### config.mk
export PLATFORM = sky130hd
export DESIGN_NAME = load_store_unit
export DESIGN_NICKNAME = d
export VERILOG_FILES = /design/src/rtl/lsu_pkg.sv /design/src/rtl/lsu_lane_align.sv /design/src/rtl/load_store_unit.sv
export SDC_FILE = /design/constraint.sdc
export NUM_CORES = 1
export LEC_CHECK = 0
export ABC_AREA = 1
export CORE_MARGIN = 2
export CORE_UTILIZATION = 45
export CTS_CLUSTER_SIZE = 28
export DETAILED_ROUTE_END_ITERATION = 7
export GPL_TIMING_DRIVEN = 0
export MAX_ROUTING_LAYER = met4
export PLACE_DENSITY = 0.76
export SYNTH_ARGS = -nofsm -noshare
export SYNTH_HDL_FRONTEND = slang
export SYNTH_SLANG_ARGS = --single-unit
### constraint.sdc
create_clock -name clk -period 2.7 [get_ports clk]
set_clock_uncertainty 0.15 [all_clocks]
set_input_delay 0.405 -clock clk [delete_from_list [all_inputs] [get_ports clk]]
set_output_delay 0.405 -clock clk [all_outputs]
set_load 0.01 [all_outputs]
### src/rtl/lsu_pkg.sv
// lsu_pkg
// Shared definitions for the load/store unit: opcode encodings, error codes,
// FSM state type, default timeout and small opcode classification helpers.
package lsu_pkg;

    // Default number of stalled cycles tolerated in REQ or WAIT
    localparam int TIMEOUT_DEFAULT = 16;

    // Memory opcodes issued by the ALU stage
    localparam logic [5:0] OP_LB  = 6'b010011;
    localparam logic [5:0] OP_LH  = 6'b010100;
    localparam logic [5:0] OP_LW  = 6'b010101;
    localparam logic [5:0] OP_LBU = 6'b010110;
    localparam logic [5:0] OP_LHU = 6'b010111;
    localparam logic [5:0] OP_SB  = 6'b011000;
    localparam logic [5:0] OP_SH  = 6'b011001;
    localparam logic [5:0] OP_SW  = 6'b011010;

    // Error codes reported on err_code
    localparam logic [1:0] ERR_NONE     = 2'b00;
    localparam logic [1:0] ERR_MISALIGN = 2'b01;
    localparam logic [1:0] ERR_TIMEOUT  = 2'b10;
    localparam logic [1:0] ERR_ILLEGAL  = 2'b11;

    typedef enum logic [1:0] {
        S_IDLE = 2'd0,
        S_REQ  = 2'd1,
        S_WAIT = 2'd2
    } state_t;

    // True for any of the eight supported memory opcodes
    function automatic logic op_is_legal(input logic [5:0] op);
        logic r;
        r = 1'b0;
        case (op)
            OP_LB, OP_LH, OP_LW, OP_LBU, OP_LHU,
            OP_SB, OP_SH, OP_SW: r = 1'b1;
            default:             r = 1'b0;
        endcase
        return r;
    endfunction

    function automatic logic op_is_store(input logic [5:0] op);
        logic r;
        r = 1'b0;
        case (op)
            OP_SB, OP_SH, OP_SW: r = 1'b1;
            default:             r = 1'b0;
        endcase
        return r;
    endfunction

    // Halfwords must sit on an even address, words on a multiple of four
    function automatic logic op_is_misaligned(input logic [5:0] op, input logic [1:0] off);
        logic r;
        r = 1'b0;
        case (op)
            OP_LH, OP_LHU, OP_SH: r = off[0];
            OP_LW, OP_SW:         r = (off != 2'b00);
            default:              r = 1'b0;
        endcase
        return r;
    endfunction

endpackage

### src/rtl/lsu_lane_align.sv
// lsu_lane_align
// Purely combinational byte-lane steering for the load/store unit.
// Ports:
//   store_op, store_off, store_data : request being accepted
//   store_be, store_wdata           : byte enables and lane-replicated data
//   load_op, load_off, load_word    : latched load and returned memory word
//   load_data                       : selected lane, sign- or zero-extended
module lsu_lane_align
    import lsu_pkg::*;
(
    input  logic [5:0]  store_op,
    input  logic [1:0]  store_off,
    input  logic [31:0] store_data,
    output logic [3:0]  store_be,
    output logic [31:0] store_wdata,
    input  logic [5:0]  load_op,
    input  logic [1:0]  load_off,
    input  logic [31:0] load_word,
    output logic [31:0] load_data
);

    logic [31:0] shifted;

    // Byte enables follow the access size; data is replicated into every lane
    // so the memory picks the right copy through the enables alone.
    always_comb begin
        store_be    = 4'b0000;
        store_wdata = store_data;
        case (store_op)
            OP_SB, OP_LB, OP_LBU: begin
                store_be    = 4'b0001 << store_off;
                store_wdata = {4{store_data[7:0]}};
            end
            OP_SH, OP_LH, OP_LHU: begin
                store_be    = 4'b0011 << store_off;
                store_wdata = {2{store_data[15:0]}};
            end
            OP_SW, OP_LW: begin
                store_be    = 4'b1111;
                store_wdata = store_data;
            end
            default: begin
                store_be    = 4'b0000;
                store_wdata = store_data;
            end
        endcase
    end

    // Bring the addressed lane down to bit 0 before extension
    assign shifted = load_word >> {load_off, 3'b000};

    always_comb begin
        load_data = load_word;
        case (load_op)
            OP_LB:   load_data = {{24{shifted[7]}}, shifted[7:0]};
            OP_LBU:  load_data = {24'h000000, shifted[7:0]};
            OP_LH:   load_data = {{16{shifted[15]}}, shifted[15:0]};
            OP_LHU:  load_data = {16'h0000, shifted[15:0]};
            default: load_data = load_word;
        endcase
    end

endmodule

### src/rtl/load_store_unit.sv
// load_store_unit
// Runs one load or store at a time against a word-organised data memory using
// a request/grant/response handshake, and returns extended load data for
// register writeback. Misaligned, illegal and timed-out accesses are reported
// on a one-cycle error pulse.
// Ports:
//   clk, rst_n                         : clock, async active-low reset
//   req_valid/req_ready/req_*          : request from the ALU stage
//   mem_req/we/addr/be/wdata           : memory request (held until mem_gnt)
//   mem_gnt, mem_rvalid, mem_rdata     : memory grant and response
//   wb_valid, wb_rd, wb_data           : one-cycle load writeback pulse
//   err_valid, err_code, err_addr      : one-cycle error pulse
//   busy                               : an access is in flight
module load_store_unit
    import lsu_pkg::*;
#(
    parameter int TIMEOUT = TIMEOUT_DEFAULT
) (
    input  logic        clk,
    input  logic        rst_n,
    input  logic        req_valid,
    output logic        req_ready,
    input  logic [5:0]  req_op,
    input  logic [31:0] req_addr,
    input  logic [31:0] req_wdata,
    input  logic [4:0]  req_rd,
    output logic        mem_req,
    output logic        mem_we,
    output logic [31:0] mem_addr,
    output logic [3:0]  mem_be,
    output logic [31:0] mem_wdata,
    input  logic        mem_gnt,
    input  logic        mem_rvalid,
    input  logic [31:0] mem_rdata,
    output logic        wb_valid,
    output logic [4:0]  wb_rd,
    output logic [31:0] wb_data,
    output logic        err_valid,
    output logic [1:0]  err_code,
    output logic [31:0] err_addr,
    output logic        busy
);

    localparam int            CW       = $clog2(TIMEOUT + 1);
    localparam logic [CW-1:0] CNT_LAST = CW'(TIMEOUT - 1);
    localparam logic [CW-1:0] CNT_ONE  = CW'(1);

    state_t        state;
    logic [CW-1:0] cnt;
    logic [5:0]    op_q;
    logic [31:0]   addr_q;
    logic [4:0]    rd_q;
    logic [3:0]    st_be;
    logic [31:0]   st_wdata;
    logic [31:0]   ld_data;
    logic          timed_out;

    // Store steering works on the incoming request so the memory outputs can
    // be registered at accept; load extraction works on the latched request.
    lsu_lane_align u_lane_align (
        .store_op    (req_op),
        .store_off   (req_addr[1:0]),
        .store_data  (req_wdata),
        .store_be    (st_be),
        .store_wdata (st_wdata),
        .load_op     (op_q),
        .load_off    (addr_q[1:0]),
        .load_word   (mem_rdata),
        .load_data   (ld_data)
    );

    // The current cycle is the last one allowed without progress
    assign timed_out = (cnt == CNT_LAST);

    // Single FSM block: request latches, timeout counter and every registered
    // output. req_ready comes up one cycle after reset so that all outputs
    // read zero while reset is held.
    always_ff @(posedge clk or negedge rst_n) begin
        if (!rst_n) begin
            state     <= S_IDLE;
            cnt       <= '0;
            op_q      <= '0;
            addr_q    <= '0;
            rd_q      <= '0;
            req_ready <= 1'b0;
            busy      <= 1'b0;
            mem_req   <= 1'b0;
            mem_we    <= 1'b0;
            mem_addr  <= '0;
            mem_be    <= '0;
            mem_wdata <= '0;
            wb_valid  <= 1'b0;
            wb_rd     <= '0;
            wb_data   <= '0;
            err_valid <= 1'b0;
            err_code  <= ERR_NONE;
            err_addr  <= '0;
        end else begin
            wb_valid  <= 1'b0;
            err_valid <= 1'b0;
            case (state)
                S_IDLE: begin
                    req_ready <= 1'b1;
                    busy      <= 1'b0;
                    if (req_valid && req_ready) begin
                        // Illegal opcode outranks misalignment
                        if (!op_is_legal(req_op)) begin
                            err_valid <= 1'b1;
                            err_code  <= ERR_ILLEGAL;
                            err_addr  <= req_addr;
                        end else if (op_is_misaligned(req_op, req_addr[1:0])) begin
                            err_valid <= 1'b1;
                            err_code  <= ERR_MISALIGN;
                            err_addr  <= req_addr;
                        end else begin
                            op_q      <= req_op;
                            addr_q    <= req_addr;
                            rd_q      <= req_rd;
                            mem_req   <= 1'b1;
                            mem_we    <= op_is_store(req_op);
                            mem_addr  <= {req_addr[31:2], 2'b00};
                            mem_be    <= st_be;
                            mem_wdata <= st_wdata;
                            cnt       <= '0;
                            req_ready <= 1'b0;
                            busy      <= 1'b1;
                            state     <= S_REQ;
                        end
                    end
                end

                S_REQ: begin
                    if (mem_gnt) begin
                        mem_req <= 1'b0;
                        cnt     <= '0;
                        state   <= S_WAIT;
                    end else if (timed_out) begin
                        mem_req   <= 1'b0;
                        err_valid <= 1'b1;
                        err_code  <= ERR_TIMEOUT;
                        err_addr  <= addr_q;
                        req_ready <= 1'b1;
                        busy      <= 1'b0;
                        state     <= S_IDLE;
                    end else begin
                        cnt <= cnt + CNT_ONE;
                    end
                end

                S_WAIT: begin
                    if (mem_rvalid) begin
                        // Stores finish silently; loads pulse writeback
                        if (!op_is_store(op_q)) begin
                            wb_valid <= 1'b1;
                            wb_rd    <= rd_q;
                            wb_data  <= ld_data;
                        end
                        req_ready <= 1'b1;
                        busy      <= 1'b0;
                        state     <= S_IDLE;
                    end else if (timed_out) begin
                        err_valid <= 1'b1;
                        err_code  <= ERR_TIMEOUT;
                        err_addr  <= addr_q;
                        req_ready <= 1'b1;
                        busy      <= 1'b0;
                        state     <= S_IDLE;
                    end else begin
                        cnt <= cnt + CNT_ONE;
                    end
                end

                default: begin
                    mem_req   <= 1'b0;
                    req_ready <= 1'b1;
                    busy      <= 1'b0;
                    state     <= S_IDLE;
                end
            endcase
        end
    end

endmodule

==> qor.yml, run 1 <==
status:
  status: "finished, final reports clean"
global_route:
  gr-total-overflow: 0
  grt_usage_pct: 26.2
  grt_pass1_wl_um: 40500
  grt_max_degree: 123
  grt_pass1_vias: 7985
  antenna_found_initial: 0
synth:
  synth-main-ff-cell: "dfrtp_1"
  ys_seq_area_share_pct: 48.5
  avgSynthCellArea_um2: 7.44
  syn_inst: 1131
  ys_top_cells_by_area: "dfrtp_1 (48%), nand2_1 (21%), o21ai_0 (7.8%), nand3_1 (4.2%), inv_1 (3.9%)"
  yosys.area.top_type: "dfrtp_1"
  synth_top_area_share_pct: 48.5
  syn_area_mm2: 0.00842
  synthDistinctLibCells: 33
  synth_edf_count: 0
  synthArstFlopShare_pct: 100
  ys_warn_count: 0
  ys_ff_latch: 163
place:
  place_congestion: 0.888
  portBuffers: 254
  hpwl_um: 18400
pwr:
  p_leak_nw: 5.95
  ir_drop_mv: 0.530
  p_per_area_mw_per_mm2: 1140
  power_mw: 13.6
die:
  rows: 50
  io_pins: 257
  die_w_um: 141
  start_util_pct: 45.4
  die_h_um: 141
  die_area_mm2: 0.0198
  core_area_mm2: 0.0185
sta:
  min_period_ns: 2.46
  finalSetupViolCount: 0
  relSlewSlack_pct: 58.4
  fmax_mhz: 407
  rsz0062_at_grt: "false"
  worst_pin_slew_ns: 0.624
  fin_crit_sh_pct: 91.0
  hold_slack_ns: 0.296
  hold_viol: 0
  slew_violations: 0
setup_path:
  slowest_stage: "clkbuf_1"
  slowest_delay_ns: 0.46
  critPathLaunch: "state[1]"
  cp.arrival_ns: 2.62
  crit_chain: "inv_1 -> ha_1 -> clkbuf_1 -> clkbuf_1 -> o21ai_0 -> nand3_1 -> nand2_1"
  worstReg2RegStart: "state[1]"
  path_max_fanout: 10
  worstSetupEndpointType: "flop"
  required_ns: 2.86
  crit_type: "flop to flop"
  crit_path_start_kind: "flop"
  crit_top_cell: "clkbuf_1"
cts:
  clkLatencyLatePin_ns: 0.42
  clk_pin_slew_ns: 0.07
  cts_tree: "yes"
  clockBufferDepth: 2
  cts_root_buf: "clkbuf_16"
  htree_levels: 4
  holdBufCountCts: 1
  cts_sinks: 163
  cts-resized-gates: 0
  numCtsBuffers: 17
  cts_setup_buffers: 0
routing:
  vias: 8316
  vias_per_cell: 5.03
  post_drt_wl_per_cell_um: 15.2
  drc: 0
  drt_iter0_markers: 600
  ant_nets: 0
  dr.pass1.iters: 6
  drt_wl_total_um: 25100
run:
  drv_cap: 0
finish:
  drive_gt1_share_pct: 7.68
  fin_nets: 1524
  n_fill_cell: 1659
  syn_to_final_growth_pct: 42.0
  seqCellArea_mm2: 0.00408
  multi_input_area_mm2: 0.00345
  insertedDiodeCount: 0
worst_hold_path:
  hp-class: "input pin to asynchronous set/reset pin"
-- flip-flops by register name, summed over array words and instances, names as in the netlist, 2 cells and up --
name	cells
op_q	6
cnt	5
mem_wdata	32
err_code	2
addr_q	32
wb_rd	5
state	2
rd_q	5
err_addr	32
wb_data	32
mem_be	4
-- worst paths after layout --
check / end / slack (ns) / cells past startpoint
max: err_addr[0] / 0.24 / 7
min: err_valid / 0.30 / 2
max reg2reg: err_addr[0] / 0.24 / 7
min reg2reg: err_addr[1] / 0.32 / 2
max in group asynchronous: rd_q[4] / 1.20 / 3
min in group clk: err_addr[1] / 0.32 / 2
-- power by group --
part / internal (mW) / switching [mW]
registers: 3.54 / 0.690
logic: 3.20 / 3.50
clock network: 1.68 / 1.01
-- layout make-up --
| class | count | area share (%) |
|---|---|---|
| well taps | 234 | 2.45 |
| plain buffers | 86 | 4.47 |
| clock buffers | 21 | 3.77 |
| flip-flops and latches | 163 | 34.1 |
| clock inverters | 11 | 1.68 |
| repair buffers | 256 | 21.6 |
| inverters | 95 | 2.98 |
| multi-input cells | 788 | 28.9 |
-- Yosys cell counts, types with 3 or more instances --
cell type	count
inv_2	4
a21oi_1	35
a31oi_1	3
o21ai_1	8
o211ai_1	4
nor2_1	24
o21ai_0	131
buf_4	34
buf_2	20
nand2_1	479
clkbuf_1	22
clkinv_1	3
ha_1	5
inv_1	88
buf_6	6
nand3_1	70
nor3_1	4
o21ai_2	4
o31ai_1	6
dfrtp_1	163
-- critical path: cells and delay by family (launching register included) --
kind | cells | cell delay (ns)
compound gates | 1 | 0.21
buf+inv | 3 | 0.98
flops | 1 | 0.41
fa+ha+maj | 1 | 0.42
simple gates | 2 | 0.18
-- through the flow --
stage | setup slack, ns | cells | TNS (ns) | util, % | cell area (um2)
final | 0.243 | 1654 | 0 | 64.5 | 11900
after detailed placement | -0.00471 | 1621 | -0.0111 | 61.0 | 11300
after CTS | 0.188 | 1654 | 0 | 64.5 | 11900
after global routing | 0.0316 | 1654 | 0 | 64.5 | 11900
after global placement | -5.72 | 1620 | -929.51 | 60.8 | 11300
after floorplan | 0.785 | 1132 | 0 | - | 8420
-- cell families (layout without fill, tap and decap cells) --
kind of cell / Yosys count / count (layout) / synth area share, %
other: 1 / 2 / 0.0446
AO/OA/AOI/OAI: 193 / 193 / 12.0
flip-flops: 163 / 163 / 48.5
AND/OR/NAND/NOR: 587 / 587 / 28.0
XOR/XNOR: 1 / 1 / 0.104
buffers and inverters: 181 / 469 / 10.6
adder cells (fa/ha/maj): 5 / 5 / 0.743
-- routing by layer --
metal	global-route usage, %	wire [um]	up-vias
met1	34.1	11100	3872
met2	42.0	11800	297
met4	8.42	536	0
met3	4.59	1690	34
li1	-	-	4113
met5	-	0	-
-- cell usage in the layout (no fill, tap or decap), drive strengths merged --
master	count
nand4	4
o31ai	6
clkbuf	45
clkinv	6
bufinv	5
a31oi	3
clkdlybuf4s50	253
conb	2
nand2	482
o21ai	143
o211ai	4
buf	64
a21boi	1
a21oi	35
o22ai	1
ha	5
dfrtp	163
nand3b	1
dlygate4sd3	1
nand3	70
inv	93
clkinvlp	2
xnor2	1
nor2	26
nor3	4
No activity file was read; power rests on OpenSTA's default activity.
==> run 2: changes to the inputs <==
CTS_CLUSTER_SIZE = 8   (was 28)
REMOVE_ABC_BUFFERS = 1   (was unset)
==> run 2 against run 1 <==
Critical path depth up 1. Power down 5.5%. Non-clock buffer count down 83. Final cell count down 5.0%. Sequential share of layout area up 1.4 points. Largest cell class unchanged. Critical path type unchanged. Clock-buffer cell count down 2. Core utilization down 2.4 points.
==> qor.yml, run 2 (synthesis results as in run 1) <==
setup_path:
  cp.arrival_ns: 2.83
  crit_path_start_kind: "flop"
  path_max_fanout: 35
  crit_type: "flop to flop"
  worstSetupEndpointType: "flop"
  required_ns: 2.90
die:
  die_w_um: 141
  io_pins: 257
  die_area_mm2: 0.0198
  die_h_um: 141
  rows: 50
  core_area_mm2: 0.0185
  start_util_pct: 45.4
cts:
  cts_tree: "yes"
  clockBufferDepth: 2
  clkLatencyLatePin_ns: 0.42
  htree_levels: 4
  clk_pin_slew_ns: 0.07
  cts_root_buf: "clkbuf_16"
  cts_sinks: 163
  numCtsBuffers: 17
sta:
  fin_ws_ns: 0.0696
  finalSetupTns_ns: 0
  relSlewSlack_pct: 35.3
  worst_pin_slew_ns: 0.969
  hold_slack_ns: 0.319
  fmax_mhz: 380
  hold_viol: 0
  fin_crit_sh_pct: 97.4
  rsz0062_at_grt: "true"
  slew_violations: 0
  finalSetupViolCount: 0
  min_period_ns: 2.63
routing:
  vias: 7982
  drc: 0
  vias_per_cell: 5.08
  drt_iter0_markers: 448
  dr.pass1.iters: 5
  ant_nets: 0
  drt_wl_total_um: 23400
  post_drt_wl_per_cell_um: 14.9
global_route:
  grt_pass1_wl_um: 38000
  grt_max_degree: 86
  antenna_found_initial: 0
  grt_pass1_vias: 7511
  gr-total-overflow: 0
  grt_usage_pct: 24.6
place:
  hpwl_um: 15900
  portBuffers: 254
  dp.cells: 1538
  place_ws_ns: -1.26
  place_congestion: 0.866
status:
  status: "finished, final reports clean"
finish:
  layout_commonest_cell: "nand2_1"
  final_cells: 1572
  insertedDiodeCount: 0
  syn_to_final_growth_pct: 36.6
  fin_nets: 1442
  mostFrequentLayoutCells: "nand2_1 (476), clkdlybuf4s50_1 (253), dfrtp_1 (161)"
  drive_gt1_share_pct: 4.63
pwr:
  power_mw: 12.9
  p_per_area_mw_per_mm2: 1120
  ir_drop_mv: 0.524
  p_leak_nw: 5.62
run:
  drv_cap: 0
worst_hold_path:
  hp-class: "flop to flop"
[run 2: changes by cell type in the layout (fill, tap and decap cells not counted), sizes merged]
cell,delta
inv,+2
buf,-59
nand4,+1
clkbuf,-26
clkinvlp,+5
clkinv,-2
bufinv,-3
[run 2: final timing paths]
path,startpoint,to,cells after the start,slack (ns)
max in group asynchronous,rst_n,err_addr[12],3,1.18
hold / removal,err_code[0],err_code[0],2,0.32
hold reg to reg,err_code[0],err_code[0],2,0.32
setup reg to reg,state[1],err_addr[18],8,0.07
min in group asynchronous,rst_n,wb_data[4],2,0.39
setup / recovery,state[1],err_addr[18],8,0.07
[run 2: what timing repair did]
item                       CTS  global route
hold buffers                 1             0
setup endpoints to repair  111           132
hold endpoints to repair    78             0
pin swaps                    0             1
resized for setup            9             7
setup buffers                0             0
cloned                       1             0
[run 2: stage by stage]
step | instance area [um2] | util [%]
2_1_floorplan | 7890 | -
3_3_place_gp | 10700 | 57.9
3_5_place_dp | 10800 | 58.5
4_1_cts | 11500 | 61.9
5_1_grt | 11500 | 62.1
6_report | 11500 | 62.1
[run 2: where the power goes]
group / switching, mW / leakage, nW / internal (mW) / total (mW)
registers: 0.779 / 2.06 / 3.54 / 4.32
clock network: 1.03 / 0.273 / 1.40 / 2.43
logic: 3.23 / 3.29 / 2.88 / 6.11
[run 2: area by class of cell]
class	instances	area (um2)
clock buffers	19	443
clock inverters	13	150
inverters	95	374
well taps	234	293
flip-flops and latches	163	4080
multi-input cells	789	3500
fillers	1672	7020
repair buffers	259	2650
[run 2: layer usage]
metal	GRT usage, %	wire [um]	up-vias	share of wire, %
met5	-	0	-	0
met4	10.6	895	0	3.8
met3	4.59	1460	55	6.2
met2	37.6	10800	273	46
met1	32.3	10200	3709	44
li1	-	-	3945	-
[run 2: critical path, stage by stage (launching register included)]
cell      delay [ns]
dfrtp_1         0.39
inv_1           0.09
ha_2            0.70
a21oi_1         0.14
o211ai_1        0.20
clkinv_4        0.35
nand2_8         0.33
nand2_1         0.10
nand2_1         0.08
==> run 3: changes to the inputs <==
PLACE_DENSITY = 0.87   (was 0.76)
==> run 3 against run 2 <==
Worst setup slack improved by 0.14 ns. Power rose by 0.84%. Global-route usage rose by 0.41 points. Combinational power rose by 2%. Critical path type unchanged. Critical endpoint is now err_addr[9].
==> qor.yml, run 3 (synthesis results as in run 1) <==
cts:
  clkLatencyLatePin_ns: 0.42
  clk_pin_slew_ns: 0.07
  htree_levels: 4
  cts_sinks: 163
  cts_tree: "yes"
  clockBufferDepth: 2
  cts_root_buf: "clkbuf_16"
  numCtsBuffers: 17
run:
  drv_cap: 0
pwr:
  clkPwrFrac_pct: 18.7
  ir_drop_mv: 0.565
  power_frac_comb_pct: 48.0
  p_leak_nw: 5.68
  p_per_area_mw_per_mm2: 1120
  seqPwrFrac_pct: 33.3
  switching_power_mw: 5.20
  intPower_mw: 7.77
  p_sw_share_pct: 40.1
status:
  status: "finished, final reports clean"
place:
  portBuffers: 254
  hpwl_um: 15900
  place_congestion: 0.885
global_route:
  grt_pass1_wl_um: 38500
  grt_util_met2_pct: 39.1
  antenna_found_initial: 0
  grt_pass1_vias: 7728
  grt_use_met3_pct: 5.54
  use_met1_pct: 31.9
  top_usage_layer: "met2"
  grt_max_degree: 85
  grt_usage_pct: 25.0
  gr-total-overflow: 0
worst_hold_path:
  hold-path-endpoint: "err_addr[17]"
  min-delay-start: "err_addr[17]"
  worst_hold_path.num_cells: 2
  hp-class: "flop to flop"
routing:
  ant_nets: 0
  drt_wl_total_um: 24500
  drt_iter0_markers: 549
  drc: 0
  vias_per_cell: 5.16
  dr.pass1.iters: 5
  post_drt_wl_per_cell_um: 15.5
  vias: 8153
setup_path:
  worstReg2RegStart: "state[0]"
  worstSetupEndpointType: "flop"
  reg2reg_slack_ns: 0.21
  path_max_fanout: 35
  required_ns: 2.86
  reg2reg_depth: 10
  cp.arrival_ns: 2.65
  crit_type: "flop to flop"
  r2r-end: "err_addr[9]"
  crit_path_start_kind: "flop"
finish:
  multi_input_area_mm2: 0.00355
  seqCellArea_mm2: 0.00408
  n_fill_cell: 1597
  fin_util_pct: 62.5
  fin_nets: 1450
  syn_to_final_growth_pct: 37.5
  insertedDiodeCount: 0
  drive_gt1_share_pct: 5.27
  mostFrequentLayoutCells: "nand2_1 (475), clkdlybuf4s50_1 (253), dfrtp_1 (161)"
  layout_commonest_cell: "nand2_1"
die:
  die_w_um: 141
  core_area_mm2: 0.0185
  start_util_pct: 45.4
  rows: 50
  die_area_mm2: 0.0198
  die_h_um: 141
  io_pins: 257
sta:
  fmax_mhz: 401
  worst_pin_slew_ns: 0.651
  fin_crit_sh_pct: 92.4
  min_period_ns: 2.49
  slew_violations: 0
  relSlewSlack_pct: 56.6
  hold_viol: 0
  finalSetupTns_ns: 0
  finalSetupViolCount: 0
-- run 3: through the flow --
step | cells | total power, mW | hold slack (ns) | instance area [um2] | setup slack (ns)
5_1_grt | 1580 | 13.9 | 0.339 | 11600 | -0.00123
3_3_place_gp | 1534 | 10.2 | 0.301 | 10700 | -5.70
6_report | 1580 | 13.0 | 0.321 | 11600 | 0.205
4_1_cts | 1573 | 12.9 | 0.322 | 11500 | 0.00383
3_5_place_dp | 1538 | 10.4 | 0.300 | 10800 | -1.17
2_1_floorplan | 1046 | 7.21 | -0.0406 | 7890 | -0.634
-- run 3: critical path, cell delays in order (launching register included) --
cell and delay, ns:
dfrtp_1 0.42, inv_1 0.09, ha_2 0.30, nand2_1 0.19, nand2_1 0.10, a21oi_1 0.12
o211ai_1 0.16, inv_4 0.38, nand2_8 0.26, nand2_1 0.13, nand2_1 0.06
-- run 3: layer usage --
metal	wire (um)	vias up
met2	11600	297
li1	-	3965
met1	10600	3840
met3	1580	51
met4	739	0
met5	0	-
-- run 3: final cells by class --
class                      count  share of cell area, %
inverter                      95                   3.18
multi-input combinational    791                   30.7
tap                          234                   2.53
sequential                   163                   35.3
timing repair buffer         265                   23.3
clock inverter                14                   1.24
clock buffer                  18                   3.80
-- run 3: worst max path at each step --
stage	from	to	slack [ns]
2_1_floorplan	state[0]	err_addr[0]	-0.63
3_3_place_gp	rst_n	addr_q[21]	-5.70
3_5_place_dp	mem_rvalid	err_addr[10]	-1.17
6_report	state[0]	err_addr[9]	0.21
4_1_cts	state[1]	err_addr[7]	0.004
5_1_grt	state[0]	err_addr[30]	-0.001
-- run 3: timing repair --
item                                   in CTS  in global routing
gates cloned                                2                  1
endpoints found under the hold margin      83                  0
hold buffers                                1                  0
setup endpoints to repair                 116                 99
setup buffers                               0                  6
pin swaps                                   1                  2
resized for setup                           9                  9
-- run 3: power groups by stage --
stage / logic, mW / registers, mW / clock network (mW)
detailed placement: 6.09 / 4.33 / 0
floorplan: 2.52 / 4.70 / 0
finish: 6.22 / 4.32 / 2.42
CTS: 6.17 / 4.30 / 2.46
global route: 6.87 / 4.46 / 2.57
global placement: 5.87 / 4.29 / 0
